$ cat src/rtl/rv32i_pkg.sv
`default_nettype none
// ============================================================================
// Module : rv32i_pkg
// Brief  : Shared opcode, ALU-op, jump-select and immediate-format definitions.
// Rev    : 1.0 - initial release
// ============================================================================
package rv32i_pkg;

  localparam logic [6:0] OPC_OP     = 7'b0110011;
  localparam logic [6:0] OPC_OPIMM  = 7'b0010011;
  localparam logic [6:0] OPC_LOAD   = 7'b0000011;
  localparam logic [6:0] OPC_STORE  = 7'b0100011;
  localparam logic [6:0] OPC_BRANCH = 7'b1100011;
  localparam logic [6:0] OPC_JAL    = 7'b1101111;
  localparam logic [6:0] OPC_JALR   = 7'b1100111;
  localparam logic [6:0] OPC_LUI    = 7'b0110111;
  localparam logic [6:0] OPC_AUIPC  = 7'b0010111;

  localparam logic [1:0] ALUOP_ADD    = 2'b00;
  localparam logic [1:0] ALUOP_BRANCH = 2'b01;
  localparam logic [1:0] ALUOP_NORMAL = 2'b10;
  localparam logic [1:0] ALUOP_ALT    = 2'b11;

  localparam logic [1:0] JF_NONE  = 2'b00;
  localparam logic [1:0] JF_JAL   = 2'b01;
  localparam logic [1:0] JF_JALR  = 2'b10;
  localparam logic [1:0] JF_AUIPC = 2'b11;

  typedef enum logic [2:0] {
    IMM_NONE = 3'd0,
    IMM_I    = 3'd1,
    IMM_S    = 3'd2,
    IMM_B    = 3'd3,
    IMM_U    = 3'd4,
    IMM_J    = 3'd5
  } imm_fmt_e;

  typedef struct packed {
    logic [4:0]  rs1;
    logic [4:0]  rs2;
    logic [4:0]  rd;
    logic [2:0]  alu_ctrl;
    logic [1:0]  alu_op;
    logic        reg_w;
    logic        data_b_sel;
    logic        pc_add_sel;
    logic        w_data_sel;
    logic        mem_read;
    logic        mem_write;
    logic [1:0]  jf;
    logic [31:0] imm;
  } dec_out_t;

endpackage
`default_nettype wire

$ cat src/rtl/rv32i_imm_gen.sv
`default_nettype none
// ============================================================================
// Module : rv32i_imm_gen
// Brief  : Combinational sign-extended immediate builder for all RV32I formats.
// Rev    : 1.0 - initial release
// ============================================================================
module rv32i_imm_gen
  import rv32i_pkg::*;
(
  input  logic [31:7] inst_i,
  input  imm_fmt_e    fmt_i,
  output logic [31:0] imm_o
);

  always_comb begin
    imm_o = '0;
    case (fmt_i)
      IMM_I: imm_o = {{20{inst_i[31]}}, inst_i[31:20]};
      IMM_S: imm_o = {{20{inst_i[31]}}, inst_i[31:25], inst_i[11:7]};
      IMM_B: imm_o = {{19{inst_i[31]}}, inst_i[31], inst_i[7], inst_i[30:25],
                      inst_i[11:8], 1'b0};
      IMM_U: imm_o = {inst_i[31:12], 12'b0};
      IMM_J: imm_o = {{11{inst_i[31]}}, inst_i[31], inst_i[19:12], inst_i[20],
                      inst_i[30:21], 1'b0};
      default: imm_o = '0;
    endcase
  end

endmodule
`default_nettype wire

$ cat src/rtl/rv32i_decoder.sv
`default_nettype none
// ============================================================================
// Module : rv32i_decoder
// Brief  : RV32I decode stage; opcode decode plus a one-cycle output register.
// Rev    : 1.0 - initial release
// ============================================================================
module rv32i_decoder
  import rv32i_pkg::*;
(
  input  logic        clk_i,
  input  logic        reset_i,
  input  logic [31:0] inst_i,
  output logic [4:0]  rs1_o,
  output logic [4:0]  rs2_o,
  output logic [4:0]  rd_o,
  output logic [2:0]  alu_ctrl_o,
  output logic [1:0]  alu_op_o,
  output logic        reg_w_ctrl_o,
  output logic        alu_dataB_sel_o,
  output logic        pc_add_sel_o,
  output logic        reg_w_data_sel_o,
  output logic        mem_read_ctrl_o,
  output logic        mem_write_ctrl_o,
  output logic [1:0]  jal_or_jalrF_o,
  output logic [31:0] imm_exten_o
);

  imm_fmt_e    imm_fmt;
  logic [31:0] imm_val;
  logic [6:0]  opcode;
  logic [2:0]  funct3;
  dec_out_t    dec_d;
  dec_out_t    dec_q;

  assign opcode = inst_i[6:0];
  assign funct3 = inst_i[14:12];

  rv32i_imm_gen u_imm_gen (
    .inst_i (inst_i[31:7]),
    .fmt_i  (imm_fmt),
    .imm_o  (imm_val)
  );

  always_comb begin
    dec_d     = '0;
    imm_fmt   = IMM_NONE;
    dec_d.rs1 = inst_i[19:15];
    dec_d.rs2 = inst_i[24:20];
    dec_d.rd  = inst_i[11:7];
    case (opcode)
      OPC_OP: begin
        dec_d.alu_op     = inst_i[30] ? ALUOP_ALT : ALUOP_NORMAL;
        dec_d.alu_ctrl   = funct3;
        dec_d.reg_w      = 1'b1;
        dec_d.w_data_sel = 1'b1;
      end
      OPC_OPIMM: begin
        // Only SRAI uses inst[30] as an opcode bit; elsewhere it is immediate data.
        dec_d.alu_op     = (funct3 == 3'b101 && inst_i[30]) ? ALUOP_ALT : ALUOP_NORMAL;
        dec_d.alu_ctrl   = funct3;
        dec_d.reg_w      = 1'b1;
        dec_d.data_b_sel = 1'b1;
        dec_d.w_data_sel = 1'b1;
        imm_fmt          = IMM_I;
      end
      OPC_LOAD: begin
        dec_d.reg_w      = 1'b1;
        dec_d.data_b_sel = 1'b1;
        dec_d.mem_read   = 1'b1;
        imm_fmt          = IMM_I;
      end
      OPC_STORE: begin
        dec_d.data_b_sel = 1'b1;
        dec_d.mem_write  = 1'b1;
        imm_fmt          = IMM_S;
      end
      OPC_BRANCH: begin
        dec_d.alu_op     = ALUOP_BRANCH;
        dec_d.alu_ctrl   = funct3;
        dec_d.pc_add_sel = 1'b1;
        imm_fmt          = IMM_B;
      end
      OPC_JAL: begin
        dec_d.jf         = JF_JAL;
        dec_d.pc_add_sel = 1'b1;
        dec_d.reg_w      = 1'b1;
        dec_d.data_b_sel = 1'b1;
        dec_d.w_data_sel = 1'b1;
        imm_fmt          = IMM_J;
      end
      OPC_JALR: begin
        dec_d.jf         = JF_JALR;
        dec_d.pc_add_sel = 1'b1;
        dec_d.reg_w      = 1'b1;
        dec_d.data_b_sel = 1'b1;
        dec_d.w_data_sel = 1'b1;
        imm_fmt          = IMM_I;
      end
      OPC_LUI, OPC_AUIPC: begin
        dec_d.rs1        = '0;
        dec_d.reg_w      = 1'b1;
        dec_d.data_b_sel = 1'b1;
        dec_d.w_data_sel = 1'b1;
        dec_d.jf         = (opcode == OPC_AUIPC) ? JF_AUIPC : JF_NONE;
        imm_fmt          = IMM_U;
      end
      default: ;
    endcase
    if (dec_d.rd == 5'd0) dec_d.reg_w = 1'b0;
    dec_d.imm = imm_val;
  end

  always_ff @(posedge clk_i or posedge reset_i) begin
    if (reset_i) dec_q <= '0;
    else         dec_q <= dec_d;
  end

  assign rs1_o            = dec_q.rs1;
  assign rs2_o            = dec_q.rs2;
  assign rd_o             = dec_q.rd;
  assign alu_ctrl_o       = dec_q.alu_ctrl;
  assign alu_op_o         = dec_q.alu_op;
  assign reg_w_ctrl_o     = dec_q.reg_w;
  assign alu_dataB_sel_o  = dec_q.data_b_sel;
  assign pc_add_sel_o     = dec_q.pc_add_sel;
  assign reg_w_data_sel_o = dec_q.w_data_sel;
  assign mem_read_ctrl_o  = dec_q.mem_read;
  assign mem_write_ctrl_o = dec_q.mem_write;
  assign jal_or_jalrF_o   = dec_q.jf;
  assign imm_exten_o      = dec_q.imm;

endmodule
`default_nettype wire

$ cat config.mk
export PLATFORM = sky130hd
export DESIGN_NAME = rv32i_decoder
export DESIGN_NICKNAME = d
export VERILOG_FILES = /design/src/rtl/rv32i_pkg.sv /design/src/rtl/rv32i_imm_gen.sv /design/src/rtl/rv32i_decoder.sv
export SDC_FILE = /design/constraint.sdc
export NUM_CORES = 1
export LEC_CHECK = 0
export ABC_AREA = 0
export CAP_MARGIN = 20
export CORE_ASPECT_RATIO = 1.5
export CORE_MARGIN = 2
export CORE_UTILIZATION = 44
export DETAILED_ROUTE_END_ITERATION = 16
export HOLD_SLACK_MARGIN = 0.08
export PLACE_DENSITY = 0.87
export RECOVER_POWER = 50
export SYNTH_ARGS = -nofsm -noshare
export SYNTH_HDL_FRONTEND = slang
export SYNTH_SLANG_ARGS = --single-unit
$ cat constraint.sdc
create_clock -name clk_i -period 3.3 [get_ports clk_i]
set_clock_uncertainty 0.15 [all_clocks]
set_input_delay 0.66 -clock clk_i [delete_from_list [all_inputs] [get_ports clk_i]]
set_output_delay 0.66 -clock clk_i [all_outputs]
set_load 0.02 [all_outputs]
==> results.tsv <==
metric	value	unit
cts_setup_buffers	0	
gr-total-overflow	0	
die_y	89.4	um
period_needed	2710	ps
ir_drop	0.000283	V
synth.mux.area_fraction	0	%
yosysTopAreaCell	dfrtp_1	
io_buffers	93	
grt_pass1_vias	1644	
yosysMostFrequentCell	dfrtp_1	
nNetsFinal	298	
cap_violations	0	
holdCritPathClass	in -> async	
post-route-period-util	82.0	%
drt_first_iter_violations	16	
status	complete, no violations	
rows	31	
synth-xor-area-share	0	%
gp_congestion	0.785	
ys_top_cells_by_area	dfrtp_1, and2_1, a21o_1	
diodes	0	
tightest_slew	902	ps
drc	0	
post_cts_resized	0	
numCtsBuffers	9	
synthAdderAreaFrac	0	%
vias	1618	
grt_pass1_wl	7.60	mm
synthArstFlopShare	100	%
finalSetupViolations	0	
synth_ff_type	dfrtp_1	
grt_max_degree	27	
tns	0	ps
fmax	370	MHz
cts_hold_buf	0	
final_hold_viol_count	0	
htreeDepth	3	
drv_slew	0	
die-area	5440	um^2
crit_fanout	9	
ios	94	
track_usage	19.7	%
preCtsSetupSlack	555	ps
antenna_found_initial	0	
slew_headroom	39.9	%
synthCells	162	
cp.arrival	2810	ps
p_leak	1.66	nW
dpl.hpwl	3.70	mm
required	3410	ps
yosysUniqueCellTypes	33	
cts_root_buf	clkbuf_8	
clkTransAtPathRegs	60	ps
cp-end-kind	register	
netlist_top_cells_count	dfrtp_1, nand2_1, and2_1	
detail-route-antenna-nets	0	
synth_edf_count	0	
synth_area	2140	um^2
synth_nets	196	
yosys.area_share.simple	14.9	%
syn_area_per_cell	13.2	um^2
start_kind	primary input	
ys_seq_elements	60	
cts.sinks	60	
cts_tree	done	
synth-seq-area-share	70.3	%
firstDrtPassIters	4	
via_per_inst	4.84	
clockBufferDepth	2	
power.density	472	nW/um^2
dieWidth	60.9	um
fin_ws	594	ps
postRouteWirelength	4.89	mm
netlist.area_leader.share	70.3	%
ys_warn_count	0	
core_area	4770	um^2
critPathKind	in -> reg	
synth_compound_area_share	13.2	%
area_growth	56.0	%
initial_utilization	44.8	%
drive_gt1_share	8.21	%
drt-wirelength-per-cell	14.6	um
rsz0062_at_grt	false	
synth_top_family_by_area	simple AND/OR/NAND/NOR gates	
==> logic make-up (layout without fill, tap and decap cells) <==
group                  Yosys count  after routing
AO/OA/AOI/OAI                   40             40
flip-flops                      60             60
AND/OR/NAND/NOR                 53             53
buffers and inverters            9            115
==> registers in the layout, indices dropped and copies added (netlist names) <==
signal / count
jal_or_jalrF_o: 2
reg_w_ctrl_o: 1
pc_add_sel_o: 1
imm_exten_o: 32
alu_dataB_sel_o: 1
mem_write_ctrl_o: 1
alu_op_o: 2
reg_w_data_sel_o: 1
rs1_o: 5
mem_read_ctrl_o: 1
rd_o: 5
alu_ctrl_o: 3
rs2_o: 5
==> layout by cell type (no fill, tap or decap), types with 2 or more instances in the layout <==
cell type | Yosys | layout
buf_4 | 0 | 3
a22o_1 | 4 | 4
and2_1 | 14 | 11
nor2_1 | 5 | 5
dlygate4sd3_1 | 0 | 22
clkbuf_8 | 0 | 12
and3_2 | 2 | 2
nand2b_1 | 3 | 3
o21ai_0 | 11 | 11
dfrtp_1 | 60 | 60
a21o_1 | 11 | 11
clkbuf_1 | 4 | 3
and2_0 | 0 | 3
clkdlybuf4s50_1 | 0 | 71
inv_1 | 3 | 3
nand3_1 | 2 | 2
a32o_1 | 2 | 2
a21oi_1 | 4 | 4
nand2_1 | 15 | 15
and3b_1 | 2 | 2
nor3_1 | 2 | 2
==> metrics by stage <==
stage	power (mW)	cells	area, um^2	hold WS [ps]	util [%]
6_report	1.57	334	3330	723	69.9
5_1_grt	1.63	334	3330	765	69.9
4_1_cts	1.60	334	3360	485	70.4
3_5_place_dp	0.937	319	3160	829	66.1
3_3_place_gp	0.934	319	3160	821	66.1
2_1_floorplan	0.836	162	2140	541	-
==> routing by layer <==
metal	vias to the layer above	part of all wire, %	global-route usage [%]
met3	9	5.6	6.95
met5	-	0	0
met1	783	39	21.2
li1	764	-	-
met4	0	2.5	12.3
met2	62	53	32.4
==> where the power goes <==
part	internal [mW]	leakage [nW]	total (mW)	switching [mW]
Combinational	0.0767	0.762	0.155	0.0783
Sequential	0.755	0.799	0.760	0.00519
Clock	0.407	0.103	0.658	0.250
Total	1.24	1.66	1.57	0.334
==> critical path, stage by stage <==
cell and delay, ps:
dlygate4sd3_1 640, nand4bb_1 390, or3_1 500, a2111o_1 510, nand2_1 110
==> path summary, 6_finish.rpt <==
kind,slack [ps],end,start,depth (start not counted)
worst min-delay path,720,rs1_o[3]$_DFF_PP0_,reset_i,2
min in group clk_i,770,imm_exten_o[17]$_DFF_PP0_,inst_i[17],3
worst max-delay path,590,imm_exten_o[16]$_DFF_PP0_,inst_i[2],5
max in group asynchronous,1040,alu_ctrl_o[0]$_DFF_PP0_,reset_i,3
==> layout make-up <==
type | count | area [um^2]
clock inverter | 1 | 30.0
tap | 66 | 82.6
clock buffer | 14 | 173
sequential | 60 | 1500
timing repair buffer | 97 | 957
fill | 364 | 1440
multi-input combinational | 93 | 578
inverter | 3 | 11.3
(Power assumes the default switching activity.)
